**config.mk**
```make
export PLATFORM = sky130hd
export DESIGN_NAME = csa_pipe_addsub
export DESIGN_NICKNAME = d
export VERILOG_FILES = /design/src/rtl/csa_pipe_addsub.sv
export SDC_FILE = /design/constraint.sdc
export NUM_CORES = 1
export LEC_CHECK = 0
export ABC_AREA = 1
export CAP_MARGIN = 30
export CORE_MARGIN = 4
export CORE_UTILIZATION = 45
export CTS_CLUSTER_SIZE = 8
export DETAILED_ROUTE_END_ITERATION = 7
export PLACE_DENSITY_LB_ADDON = 0.2
export SLEW_MARGIN = 15
export SYNTH_ARGS = -nofsm -noshare
export SYNTH_HDL_FRONTEND = slang
export SYNTH_SLANG_ARGS = --single-unit
```
**constraint.sdc**
```tcl
create_clock -name clock -period 5.83 [get_ports clock]
set_input_delay 0.583 -clock clock [delete_from_list [all_inputs] [get_ports clock]]
set_output_delay 0.583 -clock clock [all_outputs]
set_load 0.05 [all_outputs]
```
**src/rtl/csa_pipe_addsub.sv**
```systemverilog
// Pipelined carry-select add/subtract: one segment per stage, valid/ready with full backpressure.
// Optional CSA_PIPE_SATURATE_EN clamps the result on signed overflow at the output stage.

module csa_seg #(
    parameter int SW = 8
) (
    input  logic [SW-1:0] a,
    input  logic [SW-1:0] b,
    input  logic          ci,
    output logic [SW-1:0] s,
    output logic          co
);
    logic [SW:0] cand0;
    logic [SW:0] cand1;

    assign cand0   = {1'b0, a} + {1'b0, b};
    assign cand1   = {1'b0, a} + {1'b0, b} + {{SW{1'b0}}, 1'b1};
    assign {co, s} = ci ? cand1 : cand0;
endmodule

module csa_pipe_addsub #(
    parameter int WIDTH     = 32,
    parameter int SEG_WIDTH = 8
) (
    input  logic             clock,
    input  logic             reset_n,
    input  logic             in_valid,
    output logic             in_ready,
    input  logic [WIDTH-1:0] a,
    input  logic [WIDTH-1:0] b,
    input  logic             cin,
    input  logic             op_sub,
    output logic             out_valid,
    input  logic             out_ready,
    output logic [WIDTH-1:0] sum,
    output logic             cout,
    output logic             overflow
);
    localparam int NSEG   = WIDTH / SEG_WIDTH;
    localparam int STAGES = NSEG - 1;

    // Operands ride along the whole pipe; s fills in one segment per stage.
    typedef struct packed {
        logic [WIDTH-1:0] a;
        logic [WIDTH-1:0] bp;
        logic [WIDTH-1:0] s;
        logic             c;
    } stage_t;

    stage_t          acc;
    stage_t          st_d [NSEG];
    stage_t          st_q [NSEG];
    logic [STAGES:0] vld_pipe;
    logic [STAGES:0] adv;
    logic [STAGES:0] ld;

    always_comb begin
        acc.a  = a;
        acc.bp = op_sub ? ~b : b;
        acc.s  = '0;
        acc.c  = op_sub | cin;
    end

    // Advance ripples back from the consumer; a stage moves if the next slot frees up.
    always_comb begin
        adv         = '0;
        adv[STAGES] = vld_pipe[STAGES] & out_ready;
        for (int i = STAGES - 1; i >= 0; i--)
            adv[i] = vld_pipe[i] & (~vld_pipe[i+1] | adv[i+1]);
    end

    assign in_ready = ~vld_pipe[0] | adv[0];

    always_comb begin
        ld    = '0;
        ld[0] = in_valid & in_ready;
        for (int i = 1; i <= STAGES; i++)
            ld[i] = adv[i-1];
    end

    genvar k;
    generate
        for (k = 0; k < NSEG; k++) begin : g_stage
            stage_t                 src;
            logic [SEG_WIDTH-1:0]   seg_s;
            logic                   seg_c;

            if (k == 0) begin : g_first
                assign src = acc;
            end else begin : g_rest
                assign src = st_q[k-1];
            end

            csa_seg #(.SW(SEG_WIDTH)) u_seg (
                .a  (src.a[k*SEG_WIDTH +: SEG_WIDTH]),
                .b  (src.bp[k*SEG_WIDTH +: SEG_WIDTH]),
                .ci (src.c),
                .s  (seg_s),
                .co (seg_c)
            );

            always_comb begin
                st_d[k]                                = src;
                st_d[k].s[k*SEG_WIDTH +: SEG_WIDTH]    = seg_s;
                st_d[k].c                              = seg_c;
            end
        end
    endgenerate

    always_ff @(posedge clock or negedge reset_n) begin
        if (!reset_n) begin
            vld_pipe <= '0;
            for (int i = 0; i < NSEG; i++)
                st_q[i] <= '0;
        end else begin
            for (int i = 0; i < NSEG; i++) begin
                vld_pipe[i] <= ld[i] | (vld_pipe[i] & ~adv[i]);
                if (ld[i])
                    st_q[i] <= st_d[i];
            end
        end
    end

    logic a_msb;
    assign a_msb     = st_q[STAGES].a[WIDTH-1];
    assign out_valid = vld_pipe[STAGES];
    assign cout      = st_q[STAGES].c;
    assign overflow  = (a_msb == st_q[STAGES].bp[WIDTH-1]) && (st_q[STAGES].s[WIDTH-1] != a_msb);

`ifdef CSA_PIPE_SATURATE_EN
    assign sum = !overflow ? st_q[STAGES].s :
                 a_msb     ? {1'b1, {(WIDTH-1){1'b0}}} : {1'b0, {(WIDTH-1){1'b1}}};
`else
    assign sum = st_q[STAGES].s;
`endif
endmodule

```
==> summary.txt <==
Status
  – Status: completed

Layout
  – Final #Nets: 1400
  – Share of layout cells above drive strength 1: 5.227%
  – # diodes: 0
  – Filler cells: 2040
  – Syn-to-layout area delta: 16.95%

GRT
  – First-pass GRT wire length: 33540 µm
  – GRT busiest layer: met1
  – Met2 Usage GRT: 24.29%
  – Initial antenna violation count: 0
  – Tot GR Track Use: 16.75%
  – Pin count of the biggest net entering global routing: 98
  – Grt total ovfl: 0
  – Met1 Use GR: 25.78%
  – Vias in the first global route: 6959
  – GR Util met3: 3.051%

Power and ir drop
  – Total Power: 5.162 mW
  – Max VDD drop: 0.1899 mV
  – PwrDens: 448.9 mW/mm²
  – P_leak: 5.886 nW

Worst setup path
  – Worst EP required: 5.25 ns
  – CP arrival: 2.39 ns
  – CP most frequent cell: inv_1
  – Worst r2r path cells: 9
  – Max incr delay on CP: 0.80 ns
  – Crit Path Category: in -> out
  – R2r setup slk: 3.51 ns
  – CP Capture Type: primary output
  – Startpoint Class: input pin
  – WP buf/inv: 6
  – Worst flop-to-flop path startpoint: vld_pipe[3]
  – Worst Path Max Fanout: 3
  – Top Family by Delay on Critical Path: buffers and inverters
  – Slowest cell on the critical path: clkdlybuf4s50_1
  – Reg-to-reg endpoint: g_stage[2].src[14]
  – Crit-path cells: clkdlybuf4s50_1, inv_1, nand2_1, nor2_1, inv_1, nor2_2, inv_2, nor2_4, inv_1, clkdlybuf4s50_1

Clock tree
  – CTS Buf Count: 17
  – Clk slew on worst S/H paths: 0.06 ns
  – Clock Tree Buf Depth: 2
  – CTS tree: built
  – Clock root cell: clkbuf_16
  – H-tree depth: 4
  – Clock Latency Late Sink: 0.43 ns
  – CTS Sinks: 186

Yosys
  – Yosys synthesis warning count: 0
  – Synthesized area: 0.009834 mm²
  – Synthesized flop and latch total: 186
  – Yosys cell types: 38
  – Syn_area_per_cell: 7.995 µm²
  – Post-Synthesis Cells: 1230
  – Seq/Total Area, Yosys: 47.33%
  – Syn_nets: 1341

Job
  – Max-Cap Viols: 0

Route
  – 1st-iter DRT viols: 378
  – WL/cell: 12.29 µm
  – Antenna viol nets, final: 0
  – Via count: 7400
  – Detailed-router iteration count before antenna repair: 5
  – WL final: 19370 µm
  – DRC violations left: 0
  – Vias per inst: 4.695

Worst hold path
  – Worst Hold Depth: 2
  – Hold Path Origin: g_stage[1].src[90]
  – Worst hold endpoint: g_stage[1].src[90]
  – Worst Hold Class: reg -> reg

Timing
  – Final setup fails: 0
  – RSZ-0062 raised after global routing: false
  – Final period utilization: 51.06%
  – Final hold viol count: 0
  – Fmax achieved: 335.9 MHz
  – Post-route minimum period: 2.977 ns
  – Slew HR: 40.95%
  – Clock skew: 0.006927 ns
  – Worst Tran Pin Value: 0.8857 ns
  – Final setup TNS: 0 ns
  – Max Slew Vio Count: 0

Placement
  – Post-detail-place hpwl: 13990 µm
  – Gpl congestion: 0.8393
  – IO Port Bufs: 105

Floorplanning
  – Die area: 0.02428 mm²
  – Row Count: 53
  – Die width: 155.8 µm
  – Core area: 0.02129 mm²
  – I/O Pins: 106
  – Starting Density: 46.20%
  – Die Y-Extent: 155.8 µm
## layout make-up
| type | count | area [µm²] | area share (%) |
|---|---|---|---|
| inverters | 138 | 518.0 | 4.504 |
| flip-flops and latches | 186 | 4654 | 40.47 |
| well taps | 275 | 344.1 | 2.992 |
| repair buffers | 113 | 1150 | 9.998 |
| clock buffers | 18 | 439.2 | 3.819 |
| clock inverters | 13 | 205.2 | 1.784 |
| multi-input cells | 833 | 4190 | 36.43 |
## tightest hold or removal path: cells and delay by family (launching register included)
family	cells	cell delay, ns
flops	1	0.34
simple gates	2	0.09
## layer usage
layer  part of all wire [%]  wire length [µm]  vias up
met1                     54             10430     3345
met2                     41              7925      110
li1                       -                 -     3925
met5                      0                 0        -
met4                    1.2               232        0
met3                    4.0               777       20
## cell families (layout without fill, tap and decap cells)
family,Yosys count,in the layout,synth area share (%)
AOI/OAI and AO/OA,123,123,6.450
xor gates and xnor gates,42,42,4.275
adders and majority gates,41,41,5.522
buffers and inverters,211,282,10.06
DFF,186,186,47.33
and+or+nand+nor,627,627,26.36
## synthesized netlist by cell type
library cell / number / area (µm²)
xor2_4: 2 / 55.05
inv_2: 2 / 7.510
ha_1: 37 / 462.9
o31ai_1: 1 / 7.510
nor2_4: 2 / 22.52
fa_1: 4 / 80.08
nand4_1: 20 / 125.1
a21oi_1: 13 / 65.06
clkbuf_1: 12 / 45.04
buf_6: 4 / 45.04
buf_4: 39 / 292.8
nand2_4: 1 / 11.26
buf_1: 1 / 3.750
nand2_1: 484 / 1817
o21ai_0: 98 / 490.5
nand3_2: 1 / 10.01
o211ai_1: 2 / 15.01
nor3_4: 1 / 16.27
nand3b_1: 4 / 30.03
nand3_1: 62 / 310.3
nand2_2: 5 / 31.28
a31oi_1: 1 / 6.260
xor2_1: 24 / 210.2
clkbuf_2: 2 / 10.01
o22ai_1: 3 / 18.77
a22oi_1: 1 / 7.510
dfrtp_1: 186 / 4654
inv_1: 136 / 510.5
nor3_1: 1 / 5.000
nor3_2: 3 / 30.03
or2_2: 2 / 12.51
nor2_1: 34 / 127.6
a22o_1: 1 / 8.760
o21ai_1: 3 / 15.01
nor2_2: 7 / 43.79
xnor2_1: 14 / 122.6
buf_2: 15 / 75.07
xor2_2: 2 / 32.53
## metrics by stage
step	util, %	area (µm²)	hold slack [ns]	instances	worst slack (ns)
floorplan	-	9834	0.2874	1230	3.040
global placement	50.70	10790	0.4512	1542	2.534
detailed placement	50.70	10790	0.4549	1542	2.478
CTS	53.72	11440	0.2611	1573	2.824
global route	54.03	11500	0.4879	1576	2.687
finish	54.03	11500	0.4709	1576	2.853
## sequential cells by signal, indices dropped and copies added, names as in the netlist
| name | cells |
|---|---|
| g_stage.src | 147 |
| sum | 32 |
| vld_pipe | 4 |
| a_msb | 1 |
| cout | 1 |
| st_q | 1 |
## placed cells by master, fill, tap and decap left out, types with 2 or more instances in the layout
| master | instances |
|---|---|
| xor2_4 | 2 |
| buf_4 | 5 |
| dfrtp_1 | 186 |
| ha_1 | 37 |
| or2_2 | 2 |
| o211ai_1 | 2 |
| xor2_2 | 2 |
| o22ai_1 | 3 |
| inv_2 | 2 |
| o21ai_0 | 98 |
| nor2_2 | 7 |
| nand4_1 | 20 |
| nand3b_1 | 4 |
| clkbuf_16 | 17 |
| nand2_2 | 5 |
| bufinv_16 | 4 |
| nor2_1 | 34 |
| o21ai_1 | 3 |
| inv_6 | 3 |
| nor2_4 | 2 |
| inv_8 | 3 |
| a21oi_1 | 13 |
| fa_1 | 4 |
| nand2_1 | 484 |
| clkinv_4 | 2 |
| buf_16 | 2 |
| inv_1 | 136 |
| nor3_2 | 3 |
| xnor2_1 | 14 |
| xor2_1 | 24 |
| clkdlybuf4s50_1 | 103 |
| nand3_1 | 62 |
## what timing repair did
| item | in CTS | in global routing |
|---|---|---|
| hold endpoints to repair | 0 | 18 |
| hold buffers | 0 | 1 |
| buffers inserted | 0 | 0 |
| setup endpoints to repair | 0 | 0 |
| resized for setup | 0 | 0 |
## worst max-delay path by stage
stage          startpoint  slack (ns)                 to  cells after the start
2_1_floorplan      op_sub        3.04  g_stage[1].src[0]                     15
3_3_place_gp       op_sub        2.53  g_stage[1].src[0]                     14
3_5_place_dp       op_sub        2.48  g_stage[1].src[0]                     14
4_1_cts         out_ready        2.82           in_ready                     10
5_1_grt            op_sub        2.69  g_stage[1].src[0]                     15
6_report        out_ready        2.85           in_ready                     10
## power by group
group | internal (mW) | switching (mW) | total, mW
logic | 0.699 | 1.30 | 2.00
registers | 1.68 | 0.222 | 1.90
clock network | 0.742 | 0.521 | 1.26
total | 3.12 | 2.04 | 5.16
Note: power is estimated with default switching activity, not from simulation.
